$ cat src/rtl/fifo8_buffer.sv
// 8-entry circular FIFO with valid/ready handshakes on both sides.
// All storage words and the read pointer are exposed so a downstream mux8 forms the head word.
module fifo8_buffer #(
    parameter int N = 32
) (
    input  logic         clk,
    input  logic         rst,
    input  logic         clear,
    input  logic         wr_valid,
    output logic         wr_ready,
    input  logic [N-1:0] wr_data,
    output logic         rd_valid,
    input  logic         rd_ready,
    output logic [N-1:0] entry_0,
    output logic [N-1:0] entry_1,
    output logic [N-1:0] entry_2,
    output logic [N-1:0] entry_3,
    output logic [N-1:0] entry_4,
    output logic [N-1:0] entry_5,
    output logic [N-1:0] entry_6,
    output logic [N-1:0] entry_7,
    output logic [2:0]   rd_ptr,
    output logic [3:0]   count,
    output logic         full,
    output logic         empty,
    output logic         overflow
);

    logic [N-1:0] mem [8];
    logic [2:0]   wr_ptr;
    logic         push;
    logic         pop;

    // Flags depend on count only, so the handshakes never loop through wr_valid/rd_ready.
    assign full     = (count == 4'd8);
    assign empty    = (count == 4'd0);
    assign wr_ready = !full;
    assign rd_valid = !empty;
    assign push     = wr_valid && wr_ready;
    assign pop      = rd_valid && rd_ready;

    assign entry_0 = mem[0];
    assign entry_1 = mem[1];
    assign entry_2 = mem[2];
    assign entry_3 = mem[3];
    assign entry_4 = mem[4];
    assign entry_5 = mem[5];
    assign entry_6 = mem[6];
    assign entry_7 = mem[7];

    always_ff @(posedge clk or negedge rst) begin
        if (!rst) begin
            for (int i = 0; i < 8; i++) begin
                mem[i] <= '0;
            end
            wr_ptr   <= 3'd0;
            rd_ptr   <= 3'd0;
            count    <= 4'd0;
            overflow <= 1'b0;
        end else begin
            if (wr_valid && full) begin
                overflow <= 1'b1;
            end
            if (clear) begin
                wr_ptr <= 3'd0;
                rd_ptr <= 3'd0;
                count  <= 4'd0;
            end else begin
                if (push) begin
                    mem[wr_ptr] <= wr_data;
                    wr_ptr      <= wr_ptr + 3'd1;
                end
                if (pop) begin
                    rd_ptr <= rd_ptr + 3'd1;
                end
                case ({push, pop})
                    2'b10:   count <= count + 4'd1;
                    2'b01:   count <= count - 4'd1;
                    default: count <= count;
                endcase
            end
        end
    end

endmodule

$ cat config.mk
export PLATFORM = sky130hd
export DESIGN_NAME = fifo8_buffer
export DESIGN_NICKNAME = d
export VERILOG_FILES = /design/src/rtl/fifo8_buffer.sv
export SDC_FILE = /design/constraint.sdc
export NUM_CORES = 1
export LEC_CHECK = 0
export ABC_CLOCK_PERIOD_IN_PS = 4100
export BUFFER_PORTS_ARGS = -buffer_cell sky130_fd_sc_hd__buf_2
export CORE_MARGIN = 2
export CORE_UTILIZATION = 40
export DETAILED_ROUTE_END_ITERATION = 10
export PLACE_DENSITY = 0.61
export SYNTH_ARGS = -nofsm -noshare
export SYNTH_HDL_FRONTEND = slang
export SYNTH_SLANG_ARGS = --single-unit
$ cat constraint.sdc
create_clock -name clk -period 4.1 [get_ports clk]
set_input_delay 0.615 -clock clk [delete_from_list [all_inputs] [get_ports clk]]
set_output_delay 0.615 -clock clk [all_outputs]
set_load 0.01 [all_outputs]
==> flow_metrics.tcl, run 1 <==
set metrics [dict create \
    mostFrequentLayoutCell "buf_2" \
    post_cts_resized 0 \
    fin_tns_setup_ps 0 \
    grt_use_total_pct 18.54 \
    firstDrtPassIters 4 \
    cts_max_path_buffers 3 \
    tightest_slew_ps 997.4 \
    dp_hpwl_um 16940 \
    whs_ps 195.1 \
    first_global_vias 6612 \
    crit_fanout 18 \
    cp_slowest_stage_delay_ps 720 \
    synth_area_um2 10500 \
    maxCapViolations 0 \
    syn_avg_cell_area_um2 17.05 \
    drt_first_iter_violations 388 \
    ant_nets 0 \
    ys_seq_elements 267 \
    die_x_um 166.0 \
    ys_seq_area_share_pct 63.62 \
    grt_overflow_total 0 \
    critical_path.startpoint_type "flip-flop" \
    p_leak_nw 7.289 \
    grt_pass1_wl_um 40630 \
    numCtsBuffers 29 \
    fin_nets 972 \
    n_antenna_cell 0 \
    drc 0 \
    vias 6353 \
    htree_num_levels 1 \
    clkSlewWorstSetupHoldPaths_ps 60 \
    io_pins 305 \
    rows 59 \
    p_per_area_nw_per_um2 641.4 \
    cts.sinks 267 \
    core_area_um2 25910 \
    critical_path_depth 5 \
    crit_family "simple AND/OR/NAND/NOR gates" \
    final_cell_mix "buf_2, dfrtp_1, mux2_2" \
    synthDistinctLibCells 36 \
    worstPathRequired_ps 4510 \
    die-area_um2 27570 \
    nFillCells 2255 \
    reg2regPathDepth 5 \
    antenna_found_initial 0 \
    rsz0062_at_grt "false" \
    final_layout_size_suffix_gt1_share_pct 66.21 \
    worstPathBufferInverterCount 1 \
    wl_per_cell_um 19.84 \
    multi_input_area_um2 3511 \
    yosysWarnings 0 \
    end_kind "flip-flop" \
    fin_crit_ps 2700 \
    start_util_pct 40.53 \
    drt_wl_total_um 25560 \
    cts_setup_buffers 0 \
    port_buffers 304 \
    period_share_pct 65.86 \
    syn_inst 616 \
    ir_worst_vdd_uv 374.1 \
    hold_buffers 0 \
    fmax_ghz 0.3703 \
    status "completed" \
    final_max_slew_viol_count 0 \
    register_area_um2 6681 \
    die_h_um 166.0 \
    syn_to_final_growth_pct 26.17 \
    cp.arrival_ps 3110 \
    maxSlewHeadroom_pct 33.51 \
    hold_class "in2async" \
    crit_type "reg2reg" \
    synthTopCellsByArea "dfrtp_1, mux2_2, mux2_4" \
    synth_nets 657 \
    skew_ps 10.42 \
    gp_congestion 0.7631 \
    setup_viol 0 \
    cts_tree "done" \
    synth_top_cell_by_area "dfrtp_1" \
    synth_top_area_share_pct 63.62 \
    worst_path_max_delay_cell "or4b_1" \
    avgViaCountPerCell 4.932 \
    grt_max_degree 128 \
    cts_root_buffer "clkbuf_16" \
    clkLatencyLatePin_ps 530 \
    path_cells "or4b_1 > nand4b_4 > nand2b_2 > buf_12 > mux2_4" \
    hold_viol 0 \
]
==> per-layer routing <==
layer  vias to the layer above  wire, um  track usage, %
met2                       214     12070           30.31
met3                        41      1793           5.148
met4                         0       623           4.612
li1                       2827         -               -
met1                      3271     11070           24.62
met5                         -         0               0
==> worst register-to-register path, stage by stage, from the launching register on <==
cell	delay (ps)
dfrtp_1	460
or4b_1	720
nand4b_4	230
nand2b_2	570
buf_12	280
mux2_4	330
==> cell families (layout without fill, tap and decap cells) <==
logic type | count (synthesis) | count (layout) | share of synthesized area (%)
DFF | 267 | 267 | 63.62
muxes | 260 | 260 | 28.93
and+or+nand+nor | 35 | 35 | 2.645
buffers and inverters | 33 | 370 | 3.134
AOI/OAI and AO/OA | 10 | 10 | 0.6076
xor gates and xnor gates | 7 | 7 | 0.5838
adders and majority gates | 4 | 4 | 0.4766
==> power by group <==
group	switching (mW)	internal, mW
sequential	0.357	3.31
combinational	1.11	1.15
clock	1.03	1.52
total	2.51	5.99
==> cell type report <==
| cell class | instances | share of cell area (%) |
|---|---|---|
| timing repair buffer | 314 | 12.60 |
| multi-input combinational | 316 | 26.50 |
| sequential | 267 | 50.43 |
| clock buffer | 43 | 6.554 |
| inverter | 3 | 0.08499 |
| clock inverter | 10 | 0.6705 |
| tap | 335 | 3.164 |
==> final timing paths <==
path | slack (ps) | from | to
max | 1400 | count[0]$_DFFE_PN0P_ | entry_1[11]$_DFFE_PN0P_
max in group asynchronous | 3010 | rst | entry_3[29]$_DFFE_PN0P_
max reg2reg | 1400 | count[0]$_DFFE_PN0P_ | entry_1[11]$_DFFE_PN0P_
min in group clk | 410 | wr_data[29] | entry_1[29]$_DFFE_PN0P_
min | 200 | rst | rd_ptr[0]$_DFFE_PN0P_
min reg2reg | 450 | overflow$_DFFE_PN0P_ | overflow$_DFFE_PN0P_
==> flip-flops by register name, indices dropped and copies added (netlist names) <==
register,cells
entry_0,32
entry_1,32
entry_2,32
entry_3,32
entry_4,32
entry_5,32
entry_6,32
entry_7,32
count,4
rd_ptr,3
wr_ptr,3
overflow,1
==> synthesized netlist by cell type <==
library cell and n:
xor2_1 5, nand3_1 4, nor2_2 1, nor3b_2 2, o41ai_1 1, mux2i_1 2, mux2_2 227, a31oi_1 2
ha_1 4, nand3b_4 2, or4b_1 1, a21oi_1 2, inv_1 3, a21o_1 1, dfrtp_1 267, nor2_1 12
nand2_4 2, o21ai_0 1, buf_2 5, buf_12 3, nand2_1 3, nor4_4 1, o22ai_1 1, clkbuf_1 1
nand2b_1 2, o21ai_1 1, nor3_4 1, or3_1 1, nand4b_4 1, and3b_1 2, mux2_4 30, mux2_1 1
buf_1 1, buf_6 20, xnor2_1 2, a21oi_2 1
==> per-stage QoR <==
| stage | total power [mW] | cells | setup slack (ps) | area [um2] | utilization, % |
|---|---|---|---|---|---|
| finish | 8.498 | 1288 | 1400 | 13250 | 51.13 |
| global placement | 5.964 | 1235 | 1425 | 12290 | 47.44 |
| floorplan | 4.955 | 616 | 1745 | 10500 | - |
| CTS | 8.616 | 1288 | 1374 | 13250 | 51.13 |
| global route | 8.953 | 1288 | 1261 | 13250 | 51.13 |
| detailed placement | 6.010 | 1235 | 1376 | 12290 | 47.44 |
No activity file was read; power rests on OpenSTA's default activity.
==> run 2, diff against run 1 <==
--- a/config.mk
+++ b/config.mk
@@ -5,7 +5,8 @@
 export SDC_FILE = /design/constraint.sdc
 export NUM_CORES = 1
 export LEC_CHECK = 0
-export ABC_CLOCK_PERIOD_IN_PS = 4100
+export ABC_AREA = 1
+export ABC_CLOCK_PERIOD_IN_PS = 2580
 export BUFFER_PORTS_ARGS = -buffer_cell sky130_fd_sc_hd__buf_2
 export CORE_MARGIN = 2
 export CORE_UTILIZATION = 40
==> constraint.sdc (replaced) <==
create_clock -name clk -period 2.58 [get_ports clk]
set_input_delay 0.387 -clock clk [delete_from_list [all_inputs] [get_ports clk]]
set_output_delay 0.387 -clock clk [all_outputs]
set_load 0.01 [all_outputs]
==> run 2 against run 1 <==
First-iteration DRC count up 59%. Final cell count up 24%. Combinational power up 44%. Global-route usage up 1.8 points. Die area down 2.4%. Setup slack worse by 940 ps. Routed wire length up 6.9%. Clock power up 54%. Clock-buffer cell count down 3. Synthesized cell count up 54%. Largest cell class unchanged. Largest power group unchanged.
==> flow_metrics.tcl, run 2 <==
set metrics [dict create \
    status "completed" \
    worstReg2RegStart "count[3]$_DFFE_PN0P_" \
    cts_max_path_buffers 3 \
    avgViaCountPerCell 4.766 \
    hold_class "in2reg" \
    synth_top_cell_by_area "dfrtp_1" \
    drt_first_iter_violations 617 \
    drt_wl_total_um 27320 \
    ir_worst_vdd_uv 619.7 \
    hp-start "clear" \
    cts_tree "done" \
    synth_top_family_by_area "compound AO/OA/AOI/OAI gates" \
    n_antenna_cell 0 \
    ys_seq_elements 267 \
    rsz0062_at_grt "false" \
    hold_viol 0 \
    core_area_um2 25180 \
    syn_inst 946 \
    rows 58 \
    synth_most_common_cell "nand2_1" \
    die_x_um 164.0 \
    synth_xor_area_share_pct 0.1710 \
    async_flop_share_pct 100.0 \
    synthFlopType "dfrtp_1" \
    yosysWarnings 0 \
    grt_overflow_total 0 \
    worstPathRequired_ps 2980 \
    p_per_area_nw_per_um2 1015 \
    synth_compound_area_share_pct 14.11 \
    final_cell_mix "buf_2, nand2_1, dfrtp_1" \
    synth_edf_count 0 \
    ant_nets 0 \
    ys_seq_area_share_pct 65.23 \
    clkSlewWorstSetupHoldPaths_ps 60 \
    fmax_ghz 0.4721 \
    synthDistinctLibCells 22 \
    maxSlewHeadroom_pct 66.68 \
    skew_ps 7.567 \
    reg2regPathDepth 9 \
    syn_avg_cell_area_um2 10.83 \
    synth.top_cells.by_count "nand2_1, dfrtp_1, o21ai_1" \
    end_kind "flip-flop" \
    grt_pass1_wl_um 42840 \
    antenna_found_initial 0 \
    fin_crit_ps 2118 \
    nFillCells 2353 \
    use_met2_pct 33.23 \
    clkLatencyLatePin_ps 520 \
    tightest_slew_ps 498.9 \
    drc 0 \
    mostFrequentLayoutCell "buf_2" \
    ff2ff_setup_slack_ps 460 \
    post-route-util_pct 50.75 \
    synth_top_area_share_pct 65.23 \
    timing.rr.end "entry_0[18]$_DFFE_PN0P_" \
    synthAdderAreaFrac_pct 0.4886 \
    vias 7593 \
    fin_nets 1289 \
    synthMuxAreaShare_pct 0 \
    die_h_um 164.0 \
    grt_use_total_pct 20.30 \
    start_util_pct 40.67 \
    fin_tns_setup_ps 0 \
    numCtsBuffers 28 \
    syn_to_final_growth_pct 24.77 \
    crit_fanout 35 \
    min_to "rd_ptr[0]$_DFFE_PN0P_" \
    maxCapViolations 0 \
    grt_busiest_layer "met2" \
    dp_hpwl_um 18580 \
    cp.arrival_ps 2510 \
    grt_max_degree 82 \
    grt.met3_usage_pct 4.823 \
    first_global_vias 7375 \
    port_buffers 304 \
    final_max_slew_viol_count 0 \
    critical_path.startpoint_type "flip-flop" \
    die-area_um2 26900 \
    synth_area_um2 10240 \
    period_share_pct 82.10 \
    synth_nets 987 \
    final_layout_size_suffix_gt1_share_pct 31.83 \
    wl_per_cell_um 17.15 \
    io_pins 305 \
    cts_setup_buffers 0 \
    cts.sinks 267 \
    groute.layer.met1.usage_pct 27.68 \
    firstDrtPassIters 5 \
    setup_viol 0 \
    crit_type "reg2reg" \
    min_path_cells 2 \
    post_cts_resized 0 \
    htree_num_levels 1 \
    cts_root_buffer "clkbuf_16" \
    p_leak_nw 6.902 \
    synthTopCellsByArea "dfrtp_1, o21ai_1, nand2_1" \
    yosys.area_share.simple_pct 13.01 \
    gp_congestion 0.7906 \
]
[run 2: kinds of logic after synthesis]
logic type | count (synthesis)
adders and majority gates | 4
AOI/OAI and AO/OA | 267
and+or+nand+nor | 306
DFF | 267
buffers and inverters | 100
xor gates and xnor gates | 2
[run 2: per-layer routing]
metal	part of all wire (%)	vias up	wire length (um)
li1	-	3721	-
met1	44	3591	12080
met2	47	245	12790
met3	7.2	36	1969
met4	1.8	0	488
met5	0	-	0
[run 2: cell type report]
| class | instances | area [um2] | area share [%] |
|---|---|---|---|
| Clock buffer | 40 | 817.0 | 6.393 |
| Multi-Input combinational cell | 579 | 2845 | 22.26 |
| Inverter | 49 | 183.9 | 1.439 |
| Sequential cell | 267 | 6681 | 52.28 |
| Timing Repair Buffer | 323 | 1764 | 13.80 |
| Clock inverter | 5 | 75.07 | 0.5874 |
| Tap cell | 330 | 412.9 | 3.231 |
[run 2: worst max-delay path, stage by stage, from the launching register on]
cell and delay [ps]:
dfrtp_1 420, inv_1 90, nor2_1 70, nand2_4 100
nand2_4 80, nor2_8 270, nand4_4 460, buf_12 350
nand2_1 70, o21ai_1 60
[run 2: per-stage QoR]
stage	power, mW	cell area [um2]	cells	hold WS, ps	worst slack, ps
floorplan	7.524	10240	946	91.41	744.0
global placement	9.058	11880	1547	325.4	525.3
detailed placement	9.137	11880	1547	324.8	446.3
CTS	13.13	12780	1593	123.4	433.3
global route	13.77	12780	1593	132.9	225.5
finish	12.98	12780	1593	141.7	461.7
[run 2: where the power goes]
part	switching (mW)	internal [mW]	total, mW
clock	1.58	2.37	3.95
combinational	1.97	1.32	3.28
sequential	0.562	5.18	5.75
total	4.11	8.87	13.0
[run 2: timing repair]
action / in CTS / in global routing
hold buffers: 1 / 0
setup endpoints to repair: 0 / 0
hold endpoints to repair: 44 / 0
[run 2: worst max-delay path by stage]
| stage | depth (start not counted) | end | start |
|---|---|---|---|
| 3_5_place_dp | 9 | entry_0[18]$_DFFE_PN0P_ | count[3]$_DFFE_PN0P_ |
| 2_1_floorplan | 13 | count[3]$_DFFE_PN0P_ | count[3]$_DFFE_PN0P_ |
| 5_1_grt | 9 | entry_0[18]$_DFFE_PN0P_ | count[3]$_DFFE_PN0P_ |
| 3_3_place_gp | 9 | entry_0[20]$_DFFE_PN0P_ | count[3]$_DFFE_PN0P_ |
| 4_1_cts | 9 | entry_0[3]$_DFFE_PN0P_ | count[3]$_DFFE_PN0P_ |
| 6_report | 9 | entry_0[18]$_DFFE_PN0P_ | count[3]$_DFFE_PN0P_ |
